## config.mk

```make
export PLATFORM = sky130hd
export DESIGN_NAME = fetch_unit
export DESIGN_NICKNAME = d
export VERILOG_FILES = /design/src/rtl/fetch_pkg.sv /design/src/rtl/fetch_queue.sv /design/src/rtl/fetch_unit.sv
export SDC_FILE = /design/constraint.sdc
export NUM_CORES = 1
export LEC_CHECK = 0
export CORE_UTILIZATION = 45
export DETAILED_ROUTE_END_ITERATION = 8
export PLACE_DENSITY_LB_ADDON = 0.12
export SLEW_MARGIN = 5
export SYNTH_ARGS = -nofsm -noshare
export SYNTH_HDL_FRONTEND = slang
export SYNTH_SLANG_ARGS = --single-unit
```

## constraint.sdc

```tcl
create_clock -name clk -period 2.8 [get_ports clk]
set_input_delay 0.28 -clock clk [delete_from_list [all_inputs] [get_ports clk]]
set_output_delay 0.28 -clock clk [all_outputs]
set_load 0.02 [all_outputs]
```

## src/rtl/fetch_pkg.sv

```systemverilog
// Shared types and helpers for the instruction fetch stage.
package fetch_pkg;

    localparam int INSTR_W = 32;
    localparam int ADDR_W  = 32;

    typedef enum logic {
        RUN  = 1'b0,
        HALT = 1'b1
    } fetch_state_e;

    typedef struct packed {
        logic [ADDR_W-1:0]  pc;
        logic [INSTR_W-1:0] instr;
    } fetch_entry_t;

    // A fetch address is usable only if word-aligned and inside the ROM.
    function automatic logic pc_legal(input logic [ADDR_W-1:0] pc,
                                      input logic [ADDR_W-1:0] limit);
        return (pc[1:0] == 2'b00) && (pc < limit);
    endfunction

endpackage

```

## src/rtl/fetch_queue.sv

```systemverilog
// Two-entry FIFO of fetched {pc, instr} pairs; slot 0 is always the head.
module fetch_queue
    import fetch_pkg::*;
(
    input  logic         i_clk,
    input  logic         i_rst,
    input  logic         i_enq,
    input  logic         i_deq,
    input  logic         i_flush,
    input  fetch_entry_t i_din,
    output logic         o_full,
    output logic         o_empty,
    output logic [1:0]   o_count,
    output fetch_entry_t o_head
);

    fetch_entry_t r_slot0;
    fetch_entry_t r_slot1;
    logic [1:0]   r_count;
    logic         w_pop;
    logic         w_push;

    assign o_full  = (r_count == 2'd2);
    assign o_empty = (r_count == 2'd0);
    assign o_count = r_count;
    assign o_head  = r_slot0;

    assign w_pop  = i_deq && !o_empty;
    assign w_push = i_enq && (!o_full || w_pop);

    always_ff @(posedge i_clk) begin
        if (i_rst) begin
            r_count <= 2'd0;
            r_slot0 <= '0;
            r_slot1 <= '0;
        end else if (i_flush) begin
            r_count <= 2'd0;
        end else if (w_pop && w_push) begin
            // Count is unchanged; shift when full so order is preserved.
            if (r_count == 2'd2) begin
                r_slot0 <= r_slot1;
                r_slot1 <= i_din;
            end else begin
                r_slot0 <= i_din;
            end
        end else if (w_pop) begin
            r_slot0 <= r_slot1;
            r_count <= r_count - 2'd1;
        end else if (w_push) begin
            if (r_count == 2'd0) begin
                r_slot0 <= i_din;
            end else begin
                r_slot1 <= i_din;
            end
            r_count <= r_count + 2'd1;
        end
    end

endmodule

```

## src/rtl/fetch_unit.sv

```systemverilog
// Instruction fetch: owns the PC, reads the async ROM, queues words toward decode.
module fetch_unit
    import fetch_pkg::*;
#(
    parameter logic [31:0] RESET_PC = 32'h0000_0000,
    parameter int          MEM_SIZE = 256
) (
    input  logic               clk,
    input  logic               reset,
    output logic [ADDR_W-1:0]  imem_addr,
    input  logic [INSTR_W-1:0] imem_data,
    input  logic               redirect_valid,
    input  logic [ADDR_W-1:0]  redirect_pc,
    output logic               out_valid,
    input  logic               out_ready,
    output logic [INSTR_W-1:0] out_instr,
    output logic [ADDR_W-1:0]  out_pc,
    output logic               fault
);

    localparam logic [ADDR_W-1:0] PC_LIMIT = ADDR_W'(MEM_SIZE * 4);

    fetch_state_e      r_state;
    fetch_state_e      w_state_nxt;
    logic [ADDR_W-1:0] r_pc;
    logic [ADDR_W-1:0] w_pc_nxt;
    logic              r_fault;
    logic              w_fault_nxt;

    logic              w_enq;
    logic              w_flush;
    logic              w_deq;
    logic              w_q_full;
    logic              w_q_empty;
    logic [1:0]        w_q_count;
    logic              w_unused_q;
    fetch_entry_t      w_enq_entry;
    fetch_entry_t      w_head;

    assign imem_addr = r_pc;
    assign fault     = r_fault;
    assign out_valid = !w_q_empty;
    assign out_pc    = w_head.pc;
    assign out_instr = w_head.instr;
    assign w_deq     = out_valid && out_ready;

    assign w_enq_entry.pc    = r_pc;
    assign w_enq_entry.instr = imem_data;
    assign w_unused_q        = ^w_q_count;

    fetch_queue u_queue (
        .i_clk   (clk),
        .i_rst   (reset),
        .i_enq   (w_enq),
        .i_deq   (w_deq),
        .i_flush (w_flush),
        .i_din   (w_enq_entry),
        .o_full  (w_q_full),
        .o_empty (w_q_empty),
        .o_count (w_q_count),
        .o_head  (w_head)
    );

    always_ff @(posedge clk) begin
        if (reset) begin
            r_state <= RUN;
            r_pc    <= RESET_PC;
            r_fault <= 1'b0;
        end else begin
            r_state <= w_state_nxt;
            r_pc    <= w_pc_nxt;
            r_fault <= w_fault_nxt;
        end
    end

    // Redirect outranks fetch and is the only way out of HALT besides reset.
    always_comb begin
        w_state_nxt = r_state;
        w_pc_nxt    = r_pc;
        w_fault_nxt = r_fault;
        w_enq       = 1'b0;
        w_flush     = 1'b0;
        if (redirect_valid) begin
            w_flush = 1'b1;
            if (pc_legal(redirect_pc, PC_LIMIT)) begin
                w_pc_nxt    = redirect_pc;
                w_state_nxt = RUN;
                w_fault_nxt = 1'b0;
            end else begin
                w_state_nxt = HALT;
                w_fault_nxt = 1'b1;
            end
        end else if (r_state == RUN) begin
            if (!pc_legal(r_pc, PC_LIMIT)) begin
                w_state_nxt = HALT;
                w_fault_nxt = 1'b1;
            end else if (!w_q_full || w_deq) begin
                w_enq    = 1'b1;
                w_pc_nxt = r_pc + 32'd4;
            end
        end
    end

endmodule

```

* Word level (Yosys, flattened, before mapping)
Index checks and enable logic that the tools add are counted.
** Cells by class
- Add/subtract/negate cells :: 3
- Magnitude comparators :: 2
- Eq/ne operators :: 7
- Multiplexer cells :: 29
- Bitwise logic cells :: 2
- Reductions and logical operators :: 25
** Operators by type and width (count)
- $mux W64 :: 10
- $mux W32 :: 5
- $lt A32 B11 Y1 const B :: 2
- $add A32 B3 Y32 const B :: 1
- $mux W1 :: 12
- $ne A2 B2 Y1 const B :: 4
- $reduce_bool A2 Y1 :: 4
- $logic_and A1 B1 Y1 :: 6
- $logic_not A2 Y1 :: 3
- $reduce_bool A3 Y1 :: 2
- $reduce_and A5 Y1 :: 1
- $mux W2 :: 2
- $ne A2 B1 Y1 const B :: 2
- $reduce_and A2 Y1 :: 2
- $reduce_and A4 Y1 :: 1
- $reduce_and A3 Y1 :: 1
- $add A2 B1 Y2 const B :: 1
- $eq A2 B2 Y1 const B :: 1
- $logic_not A1 Y1 :: 2
- $logic_or A1 B1 Y1 :: 2
- $not A1 Y1 :: 2
- $reduce_or A2 Y1 :: 1
- $sub A2 B1 Y2 const B :: 1
** Storage, ports and cells
- Bits in registers :: 164
- Output and inout port bits :: 98
- Logic and storage cells :: 76

* Longest topological paths before layout
Gate-level depths: netlist of the first run.
- Depth in word-level cells :: 12
- Gate-level depth with buffers :: 12
- Depth with buffers taken out :: 9

* Cells and area by module
A second synthesis of the first run with hierarchy kept.
** Unflattened totals
- Cell total of the unflattened synthesis :: 830
- Area, all modules :: 7958.9 µm²
** By module, submodules not included
- fetch_queue :: instances 1, cells an instance 679, area an instance 6552.5 µm², seq. area each 2602.5 µm²
- fetch_unit :: instances 1, cells an instance 151, area an instance 1406.3 µm², seq. area each 680.7 µm²

* Worst setup path before layout of the first run
OpenSTA, ideal clock, no wires.
- Kind :: flip-flop to flip-flop
- From :: register r_pc[20] (netlist: imem_addr[20])
- To :: register u_queue.r_slot0 (netlist bit u_queue.o_head[39])
- Data arrival time :: 2.805 ns
- Required time :: 2.709 ns
- Slack :: -0.095 ns
- Cell stages (with the launch flop) :: 13
- Period minus slack after synthesis :: 2.895 ns
- Cells stage by stage :: dfxtp_1 nor4_1 nand4_1 or3_1 buf_2 clkinv_1 ha_1 a21o_1 or2_2 clkbuf_1 clkbuf_1 nand2_1 a311oi_1
** Between the ends
- Longest elaborated chain between the ends :: 9
- Elaborated cells on any way between the ends :: 11
** Ends and longest elaborated chain
- start: declaration :: RTL line fetch_unit.sv:25 : logic [ADDR_W-1:0] r_pc;
- start signal: assignment :: RTL line fetch_unit.sv:71 : r_pc <= w_pc_nxt;
- $lt A32 B11 Y1 * :: RTL line fetch_pkg.sv:20 : return (pc[1:0] == 2'b00) && (pc < limit);
- $logic_and A1 B1 Y1 * :: RTL line fetch_pkg.sv:20
- $mux W1 * :: RTL line fetch_unit.sv:94 : if (!pc_legal(r_pc, PC_LIMIT)) begin
- $mux W1 * :: RTL line fetch_unit.sv:93 : end else if (r_state == RUN) begin
- $mux W1 * :: RTL line fetch_unit.sv:83 : if (redirect_valid) begin
- $logic_and A1 B1 Y1 * :: RTL line fetch_queue.sv:29 : assign w_push = i_enq && (!o_full || w_pop);
- $logic_and A1 B1 Y1 :: RTL line fetch_queue.sv:38 : end else if (w_pop && w_push) begin
- $reduce_bool A3 Y1 (no line)
- $reduce_and A3 Y1 (no line)
- end signal: assignment :: RTL line fetch_queue.sv:41 : r_slot0 <= r_slot1;
- end signal: assignment :: RTL line fetch_queue.sv:44 : r_slot0 <= i_din;
- end signal: assignment :: RTL line fetch_queue.sv:47 : r_slot0 <= r_slot1;
- end: declaration :: RTL line fetch_queue.sv:17 : fetch_entry_t r_slot0;
Mark *: on every way between the ends. The rest lies on a longest branch, timed or not.
A chain may end at the register's enable or synchronous reset.

* Worst setup path in the final report of the first run
- From :: register r_pc[31] (netlist: imem_addr[31])
- To :: register u_queue.r_slot1[7] (netlist name)
** Between the ends
- Longest elaborated chain between the ends :: 9
- Elaborated cells on any way between the ends :: 13
** Ends and longest elaborated chain
- $lt A32 B11 Y1 * :: RTL line fetch_pkg.sv:20
- $logic_and A1 B1 Y1 * :: RTL line fetch_pkg.sv:20
- $mux W1 * :: RTL line fetch_unit.sv:94
- $mux W1 * :: RTL line fetch_unit.sv:93
- $mux W1 * :: RTL line fetch_unit.sv:83
- $logic_and A1 B1 Y1 * :: RTL line fetch_queue.sv:29
- $logic_and A1 B1 Y1 :: RTL line fetch_queue.sv:38
- $ne A2 B1 Y1 (no line) (tied with other cells)
- $reduce_and A5 Y1 (no line)
- end signal: assignment :: RTL line fetch_queue.sv:42 : r_slot1 <= i_din;
- end signal: assignment :: RTL line fetch_queue.sv:53 : r_slot1 <= i_din;
- end: declaration :: RTL line fetch_queue.sv:18 : fetch_entry_t r_slot1;
Marked as above.

==> impl_results.md, run 1 <==
* Reg2Reg Capture Point: u_queue.r_slot1[7]
* Final-stage net count at 1,044
* Core Util, Final at 64.2%
* Post-route total power at 5.78 mW
* Yosys cell types at 42
* Hold crit path type: in2reg
* Floorplan die area at 15,600 um^2
* Share of final-layout standard cells stronger than drive strength 1 at 7.62%
* Num rows at 44
* Number of I/O pins at 166
* Antenna Diode Count at 0
* Max Cap Violations at 0
* Tot GR Track Use at 24.0%
* H-tree lvl count at 4
* Worst R2R Start: imem_addr[31]
* Worst min-delay path startpoint: reset
* Netlist area before placement at 6800 um^2
* Global route overflow at 0
* Nature of the critical path endpoint: register
* Relative contribution of combinational cells to total power at 17.4%
* Actual slew at the worst max-slew pin at 0.878 ns
* Final Max Tran Viols at 0
* Final worst path period share at 95.8%
* Count of endpoints failing hold in the final timing report at 0
* Worst path bufs/invs at 2
* Per-cell via count in the routed design at 5.48
* R2R cell count at 9
* Clock latency at the later pin of the worst-skew pair at 0.44 ns
* Number of inserted filler cells in the final layout at 1,207
* Detailed Place HPWL at 12.1 mm
* Destination of the worst hold path: u_queue.r_slot1[1]
* Clock edge transition at the registers on the reported setup and hold paths at 0.06 ns
* Antenna Nets Post-Route at 0
* Ys Warns at 0
* Internal power at 4.25 mW
* Iteration-0 DRC count of the detailed router at 452
* Count of flip-flops with a built-in enable after synthesis at 0
* Maximum fanout along the worst path at 34
* Synthesis-to-layout area growth at 38.1%
* Number of buffers between clock root and the deepest sink at 2
* Placed cell count at 1,138
* Die width at 125 um
* Achievable clock frequency at 0.373 GHz
* R2R Setup Slk at 0.12 ns
* Clock tree skew after final layout at 0.0176 ns
* Post-CTS setup buffer count at 0
* Number of register bits inferred by synthesis at 164
* Worst setup path class: reg2reg
* Most used flip-flop cell after synthesis: sky130_fd_sc_hd__dfxtp_1
* Total iterations of the first detailed-routing run at 7
* Area of the multi-input gates at 3270 um^2
* Kind of cell with the highest combined delay on the critical path: simple AND/OR/NAND/NOR gates
* Fraction of registers with async set/reset at 0%
* Leak Pwr at 3.40 nW
* FF/Latch Area at 3280 um^2
* Tightest hold margin at 0.408 ns
* Vias after detailed routing at 6,398
* Wire length of the first global-routing pass at 30.0 mm
* Slowest stage cell, crit path: sky130_fd_sc_hd__or3_1
* Core footprint at 14,600 um^2
* Cell depth of the worst hold path at 4
* Post-Synthesis Mean Instance Area at 8.31 um^2
* Initial standard-cell utilization of the core at 46.5%
* Cell area power density at 615 nW/um^2
* Sequential cell fraction of total power at 44.1%
* RSZ-0062 raised after global routing: no
* WP data arrival at 3.04 ns
* Power share of the clock group at 38.4%
* CTS Sinks at 164
* Post-CTS Hold Fix Bufs at 0
* Final weighted congestion in routability-driven placement at 0.823
* CTS root buf: sky130_fd_sc_hd__clkbuf_16
* Net switching power at 1.52 mW
* Share of the yosys chip area belonging to registers at 48.3%
* Largest cells by area after synthesis: sky130_fd_sc_hd__dfxtp_1, sky130_fd_sc_hd__nand2_1, sky130_fd_sc_hd__mux2i_1, sky130_fd_sc_hd__a311oi_1, sky130_fd_sc_hd__nor2_1
* Count of port buffers added during placement at 165
* Switching power as a share of total power at 26.4%
* Cells along the critical path: nor4_4, nand4_1, or3_1, clkinv_1, ha_1, nand2_1, a211oi_4, buf_12, mux2i_1
* Maximum number of pins on one net before global-route repair at 112
* Number of antenna violations at the first check in global routing at 0
* Detail-routed net length per standard cell at 16.3 um
* Net count after synthesis at 889
* Post-detailed-route DRC marker count at 23
* Shortest clock period the worst path allows after layout at 2.68 ns
* Setup Viol. Count Final at 0
* Worst relative slew slack at 41.5%
* Non-filler cells in the finished layout at 1,168
* Most used cells in the layout excluding fill and tap cells: sky130_fd_sc_hd__nand2_1, sky130_fd_sc_hd__dfxtp_1, sky130_fd_sc_hd__clkdlybuf4s50_1, sky130_fd_sc_hd__nor2_1
* Required time of the critical path at 3.16 ns
* Most common library cell in the layout ignoring fill and taps: sky130_fd_sc_hd__nand2_1
* Post-placement setup slack at -0.0741 ns
* Number of buffers inserted during clock tree synthesis at 17
* Worst Setup Slack, final at 0.117 ns
* Post-synthesis instance total at 819
* Total detailed-routing wirelength at 19.1 mm
* Worst setup SP type: register
* Vias in the first global route at 6,127
* CTS tree: done
* Share of the synthesized area in the top cell type at 48.3%
* Largest stage delay on the critical path at 0.42 ns
* Violated checks: design-rule violations
* Post-synthesis cell type with the largest combined area: sky130_fd_sc_hd__dfxtp_1
* Die height at 125 um
* Peak supply drop at 0.445 mV
* Result of the run: finished, violations left
power groups by stage:
stage | clock [mW] | sequential (mW) | combinational, mW
4_1_cts | 2.25 | 2.55 | 1.00
5_1_grt | 2.33 | 2.57 | 1.08
3_3_place_gp | 0 | 2.60 | 0.980
3_5_place_dp | 0 | 2.60 | 0.999
6_report | 2.22 | 2.55 | 1.01
2_1_floorplan | 0 | 2.73 | 0.378
worst register-to-register path: cells and delay by family, from the launching register on:
| kind | cells | cell delay [ns] |
|---|---|---|
| mux | 1 | 0.27 |
| flops | 1 | 0.34 |
| fa+ha+maj | 1 | 0.18 |
| compound gates | 1 | 0.37 |
| buf+inv | 2 | 0.37 |
| simple gates | 4 | 1.06 |
cell type report:
| type | instances | share of cell area [%] |
|---|---|---|
| repair buffers | 203 | 21.6 |
| inverters | 6 | 0.266 |
| multi-input cells | 582 | 34.9 |
| clock buffers | 26 | 5.42 |
| flip-flops and latches | 164 | 34.9 |
| clock inverters | 3 | 0.479 |
| well taps | 184 | 2.45 |
cell families after synthesis:
group	after synthesis	synth area share, %
and+or+nand+nor	406	24.3
DFF	164	48.3
AOI/OAI and AO/OA	108	12.8
buffers and inverters	73	4.54
muxes	65	9.56
adders and majority gates	2	0.368
xor gates and xnor gates	1	0.129
layer usage:
layer | up-vias | GRT usage [%] | routed length, um
li1 | 3127 | - | -
met1 | 3014 | 30.4 | 8500
met2 | 232 | 40.0 | 9110
met3 | 25 | 5.65 | 1150
met4 | 0 | 8.82 | 321
met5 | - | 0 | 0
worst max path at each step:
stage,from,to,slack (ns),cells after the start
floorplan,imem_addr[20],u_queue.o_head[61],0.04,11
global placement,imem_addr[31],u_queue.o_head[22],0.07,10
detailed placement,imem_addr[31],u_queue.o_head[55],-0.07,10
CTS,imem_addr[31],u_queue.o_head[55],0.03,10
global route,imem_addr[12],u_queue.r_slot1[8],0.003,9
finish,imem_addr[31],u_queue.r_slot1[7],0.12,9
sequential cells by signal, indices dropped and copies added, names as in the netlist:
signal,count
imem_addr,32
u_queue.o_count,2
fault,1
u_queue.r_slot1,64
r_state,1
u_queue.o_head,64
timing repair:
| action | 4_1_cts | 5_1_grt |
|---|---|---|
| endpoints found under the setup margin | 12 | 93 |
| pin swaps | 0 | 0 |
| resized for setup | 1 | 7 |
| gates cloned | 0 | 1 |
through the flow:
step	TNS (ns)	cell area (um^2)
after global placement	0	8780
after CTS	0	9340
after floorplan	0	6810
after detailed placement	-0.175	8780
final	0	9400
after global routing	0	9400
synthesized netlist by cell type, types with 3 or more instances:
cell type                  number
sky130_fd_sc_hd__buf_6          3
sky130_fd_sc_hd__dfxtp_1      164
sky130_fd_sc_hd__a311oi_1      64
sky130_fd_sc_hd__mux2i_1       65
sky130_fd_sc_hd__nor3_1         4
sky130_fd_sc_hd__nor4_1        10
sky130_fd_sc_hd__o21a_1         3
sky130_fd_sc_hd__o22ai_1        5
sky130_fd_sc_hd__a21oi_1        8
sky130_fd_sc_hd__nor2_1        88
sky130_fd_sc_hd__clkbuf_1      58
sky130_fd_sc_hd__a22oi_1        6
sky130_fd_sc_hd__and3_1        24
sky130_fd_sc_hd__inv_1          4
sky130_fd_sc_hd__nand3_1        5
sky130_fd_sc_hd__nand2_1      264
sky130_fd_sc_hd__buf_4          3
sky130_fd_sc_hd__nand4_1        5
sky130_fd_sc_hd__a32o_1         4
sky130_fd_sc_hd__o21ai_0        5
Power figures use the tool's default switching activity.
==> run 2: changes to the inputs <==
--- a/config.mk
+++ b/config.mk
@@ -5,9 +5,9 @@
 export SDC_FILE = /design/constraint.sdc
 export NUM_CORES = 1
 export LEC_CHECK = 0
-export CORE_UTILIZATION = 45
+export CORE_UTILIZATION = 49
 export DETAILED_ROUTE_END_ITERATION = 8
-export PLACE_DENSITY_LB_ADDON = 0.12
+export PLACE_DENSITY = 0.79
 export SLEW_MARGIN = 5
 export SYNTH_ARGS = -nofsm -noshare
 export SYNTH_HDL_FRONTEND = slang
==> constraint.sdc (replaced) <==
create_clock -name clk -period 2.5 [get_ports clk]
set_input_delay 0.25 -clock clk [delete_from_list [all_inputs] [get_ports clk]]
set_output_delay 0.25 -clock clk [all_outputs]
set_load 0.02 [all_outputs]
==> impl_results.md, run 2 (synthesis results as in run 1) <==
* Result of the run: finished, violations left
* Violated checks: negative setup slack
* Hold crit path type: in2reg
* Final Max Tran Viols at 0 (unchanged)
* WP data arrival at 2.89 ns (-0.15 ns)
* Share of final-layout standard cells stronger than drive strength 1 at 16.7% (+9.1 points)
* Synthesis-to-layout area growth at 50.1%
* H-tree lvl count at 4 (unchanged)
* Die width at 120 um (-4.1%)
* Number of inserted filler cells in the final layout at 936 (-22%)
* Number of I/O pins at 166 (unchanged)
* Achievable clock frequency at 0.388 GHz (+4.0%)
* Count of port buffers added during placement at 165 (unchanged)
* Area of the multi-input gates at 3510 um^2 (+7.1%)
* Total length of routed met3 wires at 1.20 mm (+4.8%)
* Vias in the first global route at 6,018 (-1.8%)
* Worst path bufs/invs at 4 (+2)
* Total detailed-routing wirelength at 20.8 mm (+8.9%)
* TNS Setup at -1.05 ns (-1.05 ns)
* Iteration-0 DRC count of the detailed router at 532 (+18%)
* Count of endpoints failing hold in the final timing report at 0 (unchanged)
* Final-stage net count at 1,080 (+3.4%)
* Wire length of the first global-routing pass at 29.4 mm (-1.9%)
* M1 WL at 8.99 mm (+5.7%)
* Antenna Diode Count at 0 (unchanged)
* Core Util, Final at 76.2% (+12 points)
* Final worst path period share at 103% (+7.4 points)
* Maximum number of pins on one net before global-route repair at 155 (+38%)
* Reg2Reg Capture Point: u_queue.o_head[12]
* Floorplan die area at 14,400 um^2 (-8.0%)
* Worst setup SP type: register
* Num rows at 42 (-4.5%)
* Worst R2R Start: imem_addr[31]
* Shortest clock period the worst path allows after layout at 2.58 ns (-0.103 ns)
* Actual slew at the worst max-slew pin at 0.764 ns (-0.114 ns)
* Antenna Nets Post-Route at 0 (unchanged)
* Number of buffers between clock root and the deepest sink at 2 (unchanged)
* Clock latency at the later pin of the worst-skew pair at 0.42 ns (-0.02 ns)
* Max Cap Violations at 0 (unchanged)
* Worst setup path class: reg2reg
* Initial standard-cell utilization of the core at 50.8% (+4.3 points)
* Destination of the worst hold path: u_queue.r_slot1[6]
* Worst min-delay path startpoint: imem_data[6]
* Cell depth of the worst hold path at 3 (-1)
* Post-detailed-route DRC marker count at 0 (-100%)
* Clock tree skew after final layout at 0.00643 ns (-0.0112 ns)
* Largest stage delay on the critical path at 0.44 ns (+0.02 ns)
* Per-cell via count in the routed design at 5.62 (+2.5%)
* Number of antenna violations at the first check in global routing at 0 (unchanged)
* Cell area power density at 668 nW/um^2 (+8.6%)
* Global route overflow at 0 (unchanged)
* Highest metal layer with signal wires: met4
* CTS root buf: sky130_fd_sc_hd__clkbuf_16
* CTS tree: done
* Final weighted congestion in routability-driven placement at 0.837 (+1.8%)
* Worst Setup Slack, final at -0.0803 ns (-0.197 ns)
* Placed cell count at 1,144 (+0.53%)
* Setup Viol. Count Final at 57 (+57)
* Tot GR Track Use at 25.7% (+1.7 points)
* CTS Sinks at 164 (unchanged)
* Non-filler cells in the finished layout at 1,199 (+2.7%)
* RSZ-0062 raised after global routing: yes
* Tightest hold margin at 0.422 ns (+0.0139 ns)
* Peak supply drop at 0.542 mV (+22%)
* Clock edge transition at the registers on the reported setup and hold paths at 0.06 ns (about the same)
* Worst relative slew slack at 48.9% (+7.4 points)
* FF/Latch Area at 3300 um^2 (+0.53%)
* Nature of the critical path endpoint: register
* Slowest stage cell, crit path: sky130_fd_sc_hd__or3_4
* Detailed Place HPWL at 11.7 mm (-3.3%)
* Detail-routed net length per standard cell at 17.3 um (+6.1%)
* Kind of cell with the highest combined delay on the critical path: simple AND/OR/NAND/NOR gates
* Vias after detailed routing at 6,735 (+5.3%)
* Number of buffers inserted during clock tree synthesis at 17 (unchanged)
* Cells along the critical path: nor4_4, buf_4, nand4_1, or3_4, clkinv_4, ha_4, a21o_4, or2_4, buf_12, clkbuf_16, nand2_1, a311oi_1
* Post-placement setup slack at -0.147 ns (-0.0724 ns)
* R2R cell count at 12 (+3)
* Die height at 120 um (-4.1%)
* R2R Setup Slk at -0.08 ns (-0.20 ns)
* Most used cells in the layout excluding fill and tap cells: sky130_fd_sc_hd__nand2_1, sky130_fd_sc_hd__clkdlybuf4s50_1, sky130_fd_sc_hd__dfxtp_1, sky130_fd_sc_hd__nor2_1, sky130_fd_sc_hd__mux2i_1
* Total iterations of the first detailed-routing run at 5 (-2)
* Most common library cell in the layout ignoring fill and taps: sky130_fd_sc_hd__nand2_1
* Core footprint at 13,400 um^2 (-8.5%)
* Leak Pwr at 3.75 nW (+10%)
* Required time of the critical path at 2.81 ns (-0.35 ns)
* Routed length on met2 at 10.1 mm (+11%)
* Maximum fanout along the worst path at 9 (-74%)
-- run 2: cell count changes in the layout (fill, tap and decap cells not counted), moves of 9 or more --
| cell | delta |
|---|---|
| sky130_fd_sc_hd__dfxtp_2 | +14 |
| sky130_fd_sc_hd__buf_4 | +17 |
| sky130_fd_sc_hd__nand2_1 | -19 |
| sky130_fd_sc_hd__nand2_2 | +14 |
| sky130_fd_sc_hd__dfxtp_1 | -14 |
| sky130_fd_sc_hd__a311oi_2 | +21 |
| sky130_fd_sc_hd__a311oi_1 | -21 |
| sky130_fd_sc_hd__clkbuf_16 | +9 |
-- run 2: how the worst max path moves through the flow --
| stage | startpoint | to | slack (ns) | depth (start not counted) |
|---|---|---|---|---|
| after global placement | imem_addr[10] | u_queue.o_head[2] | -0.07 | 11 |
| after global routing | imem_addr[1] | u_queue.o_head[12] | -0.25 | 12 |
| final | imem_addr[31] | u_queue.o_head[12] | -0.08 | 12 |
| after floorplan | imem_addr[23] | u_queue.o_head[39] | 0.006 | 12 |
| after detailed placement | out_ready | u_queue.r_slot1[34] | -0.15 | 10 |
| after CTS | imem_addr[10] | u_queue.o_head[0] | -0.01 | 11 |
-- run 2: where the power goes --
group | total [mW] | internal (mW) | switching [mW] | leakage [nW]
clock network | 2.71 | 1.68 | 1.03 | 0.294
logic | 1.26 | 0.589 | 0.672 | 2.11
registers | 2.85 | 2.76 | 0.0899 | 1.34
-- run 2: cell type report --
| class | instances | area share [%] |
|---|---|---|
| multi-input combinational | 582 | 34.3 |
| sequential | 164 | 32.3 |
| timing repair buffer | 239 | 24.9 |
| clock buffer | 25 | 4.85 |
| tap | 176 | 2.16 |
| clock inverter | 7 | 1.16 |
| inverter | 6 | 0.294 |
-- run 2: through the flow --
step                      instance area (um^2)  power [mW]
final                                    10200        6.82
after global routing                     10200        7.05
after CTS                                 9570        6.72
after detailed placement                  8910        4.03
after global placement                    8910        4.01
after floorplan                           6920        3.50
-- run 2: worst register-to-register path: stages (launching register included) --
cell and delay, ns:
sky130_fd_sc_hd__dfxtp_2 0.33, sky130_fd_sc_hd__nor4_4 0.28, sky130_fd_sc_hd__buf_4 0.16, sky130_fd_sc_hd__nand4_1 0.11, sky130_fd_sc_hd__or3_4 0.44, sky130_fd_sc_hd__clkinv_4 0.06
sky130_fd_sc_hd__ha_4 0.15, sky130_fd_sc_hd__a21o_4 0.13, sky130_fd_sc_hd__or2_4 0.16, sky130_fd_sc_hd__buf_12 0.14, sky130_fd_sc_hd__clkbuf_16 0.16, sky130_fd_sc_hd__nand2_1 0.07
sky130_fd_sc_hd__a311oi_1 0.29
-- run 2: repair_timing --
item / 4_1_cts / 5_1_grt
hold buffers: 0 / 0
pin swaps: 13 / 37
setup endpoints to repair: 128 / 128
gates resized for setup: 10 / 57
buffers inserted: 0 / 10
gates cloned: 0 / 13
-- run 2: metal layers --
layer,vias to the layer above,track usage (%)
met2,250,42.3
met1,3227,32.2
met3,37,5.32
li1,3221,-
met4,0,11.7
met5,-,0
==> run 3: changes to the inputs <==
==> constraint.sdc (replaced) <==
create_clock -name clk -period 2.5 [get_ports clk]
set_input_delay 0.75 -clock clk [delete_from_list [all_inputs] [get_ports clk]]
set_output_delay 0.75 -clock clk [all_outputs]
set_load 0.02 [all_outputs]
==> impl_results.md, run 3 (synthesis results as in run 1) <==
* Tightest hold margin at 0.456 ns (+0.0340 ns)
* Violated checks: negative setup slack
* H-tree lvl count at 4 (unchanged)
* CTS tree: done
* Required time of the critical path at 2.83 ns (+0.02 ns)
* Number of I/O pins at 166 (unchanged)
* Most used cells in the layout excluding fill and tap cells: sky130_fd_sc_hd__nand2_1, sky130_fd_sc_hd__dfxtp_1, sky130_fd_sc_hd__clkdlybuf4s50_1, sky130_fd_sc_hd__nor2_1, sky130_fd_sc_hd__mux2i_1
* Total detailed-routing wirelength at 19.4 mm (-6.4%)
* Worst Setup Slack, final at -0.0155 ns (+0.0648 ns)
* Die width at 120 um (unchanged)
* Final Max Tran Viols at 0 (unchanged)
* Fin area at 9970 um^2 (-2.4%)
* Final worst path period share at 101% (-2.6 points)
* Cell depth of the worst hold path at 2 (-1)
* RSZ-0062 raised after global routing: yes
* Result of the run: finished, violations left
* Antenna Nets Post-Route at 0 (unchanged)
* Count of port buffers added during placement at 165 (unchanged)
* Num rows at 42 (unchanged)
* Synthesis-to-layout area growth at 46.5%
* Placed cell count at 1,155 (+0.96%)
* Actual slew at the worst max-slew pin at 0.671 ns (-0.0934 ns)
* Clock latency at the later pin of the worst-skew pair at 0.43 ns (about the same)
* Post-route total power at 6.68 mW (-2.0%)
* Worst setup SP type: input port
* Clock tree skew after final layout at 0.0160 ns (+0.00956 ns)
* Maximum number of pins on one net before global-route repair at 76 (-51%)
* Vias in the first global route at 6,259 (+4.0%)
* Hold crit path type: reg2reg
* Setup Viol. Count Final at 1 (-98%)
* Share of final-layout standard cells stronger than drive strength 1 at 12.6% (-4.2 points)
* Antenna Diode Count at 0 (unchanged)
* Post-placement setup slack at -0.636 ns (-0.490 ns)
* R2R cell count at 11 (-1)
* Floorplan die area at 14,400 um^2 (unchanged)
* Achievable clock frequency at 0.398 GHz (+2.6%)
* Detail-routed net length per standard cell at 16.3 um (-6.1%)
* Leak Pwr at 3.67 nW (-1.9%)
* Vias after detailed routing at 6,563 (-2.6%)
* Reg2Reg Capture Point: u_queue.o_head[35]
* Cells along the critical path: dlygate4sd2_1, o31ai_1, or3_4, clkinv_8, ha_4, a21o_4, buf_4, nor2_4, buf_12, nand2_1, a311oi_2
* Clock edge transition at the registers on the reported setup and hold paths at 0.06 ns (about the same)
* Shortest clock period the worst path allows after layout at 2.52 ns (-0.0648 ns)
* Number of buffers between clock root and the deepest sink at 2 (unchanged)
* Total iterations of the first detailed-routing run at 5 (unchanged)
* Per-cell via count in the routed design at 5.49 (-2.2%)
* Final-stage net count at 1,076 (-0.37%)
* Die height at 120 um (unchanged)
* Peak supply drop at 0.583 mV (+7.6%)
* Post-place instance area at 9090 um^2 (+2.0%)
* Post-CTS Hold Fix Bufs at 0 (unchanged)
* WP data arrival at 2.85 ns (-0.04 ns)
* Wire length of the first global-routing pass at 31.0 mm (+5.5%)
* Number of buffers inserted during clock tree synthesis at 17 (unchanged)
* Global route overflow at 0 (unchanged)
* Initial standard-cell utilization of the core at 50.8% (unchanged)
* Tot GR Track Use at 27.4% (+1.7 points)
* Worst relative slew slack at 55.1% (+6.3 points)
* Slowest stage cell, crit path: sky130_fd_sc_hd__a311oi_2
* CTS Sinks at 164 (unchanged)
* Destination of the worst hold path: u_queue.r_slot1[45]
* Count of endpoints failing hold in the final timing report at 0 (unchanged)
* Non-filler cells in the finished layout at 1,195 (-0.33%)
* Worst R2R Start: imem_addr[10]
* Core footprint at 13,400 um^2 (unchanged)
* Largest stage delay on the critical path at 0.26 ns (-0.18 ns)
* Worst setup path class: in2reg
* Max Cap Violations at 0 (unchanged)
* Number of antenna violations at the first check in global routing at 1 (+1)
* Nature of the critical path endpoint: register
* R2R Setup Slk at 0 ns (+0.08 ns)
* Detailed Place HPWL at 12.1 mm (+3.2%)
* Maximum fanout along the worst path at 22 (+13)
* Most common library cell in the layout ignoring fill and taps: sky130_fd_sc_hd__nand2_1
* Final weighted congestion in routability-driven placement at 0.813 (-2.9%)
* Iteration-0 DRC count of the detailed router at 551 (+3.6%)
* Post-detailed-route DRC marker count at 0 (unchanged)
* Cell area power density at 670 nW/um^2 (+0.40%)
* Worst min-delay path startpoint: u_queue.r_slot1[45]
* CTS root buf: sky130_fd_sc_hd__clkbuf_16
## run 3: changes by cell type in the layout (fill, tap and decap cells not counted), sizes merged
| cell | before | now |
|---|---|---|
| clkbuf | 35 | 21 |
| clkinv | 2 | 9 |
| buf | 65 | 68 |
| clkdlybuf4s50 | 164 | 162 |
| dlygate4sd2 | 0 | 2 |
## run 3: repair_timing
action	in CTS	in global routing
setup endpoints to repair	128	122
buffers inserted	3	1
pin swaps	4	5
gates resized for setup	16	17
hold endpoints to repair	0	0
cloned	2	3
## run 3: critical path: cells and delay by family
family                     cells  cell delay, ns
AOI/OAI and AO/OA              3            0.72
adders and majority gates      1            0.17
buffers and inverters          4            0.65
and+or+nand+nor                3            0.54
## run 3: per-layer routing
| layer | up-vias | wire, um | global-route usage (%) | part of all wire [%] |
|---|---|---|---|---|
| li1 | 3209 | - | - | - |
| met1 | 3101 | 8310 | 33.8 | 43 |
| met2 | 220 | 9650 | 47.3 | 50 |
| met3 | 31 | 1060 | 4.56 | 5.4 |
| met4 | 2 | 417 | 11.2 | 2.1 |
| met5 | - | 13 | 0 | 0.067 |
## run 3: how the worst max path moves through the flow
stage / start / to / depth (start not counted)
after floorplan: out_ready / u_queue.r_slot1[10] / 10
after global placement: redirect_valid / u_queue.r_slot1[19] / 10
after detailed placement: redirect_valid / u_queue.o_head[34] / 12
after CTS: imem_addr[31] / u_queue.r_slot1[3] / 11
after global routing: imem_addr[10] / u_queue.o_head[40] / 11
final: out_ready / u_queue.o_head[35] / 11
## run 3: layout make-up
cell class                      count  area, um^2
Clock buffer                       18         429
Clock inverter                     14         161
Fill cell                         994        3430
Inverter                            6        37.5
Multi-Input combinational cell    582        3360
Sequential cell                   164        3290
Tap cell                          176         220
Timing Repair Buffer              235        2470
## run 3: through the flow
stage	util, %	setup TNS (ns)
final	74.4	-0.0155
after global routing	74.4	-7.62
after CTS	73.3	0
after detailed placement	67.8	-79.42
after global placement	67.8	-73.81
after floorplan	-	0
## run 3: power by group
group          switching, mW  total [mW]  internal [mW]
registers             0.0951        2.86           2.76
clock network           1.04        2.61           1.56
logic                  0.641        1.22          0.578
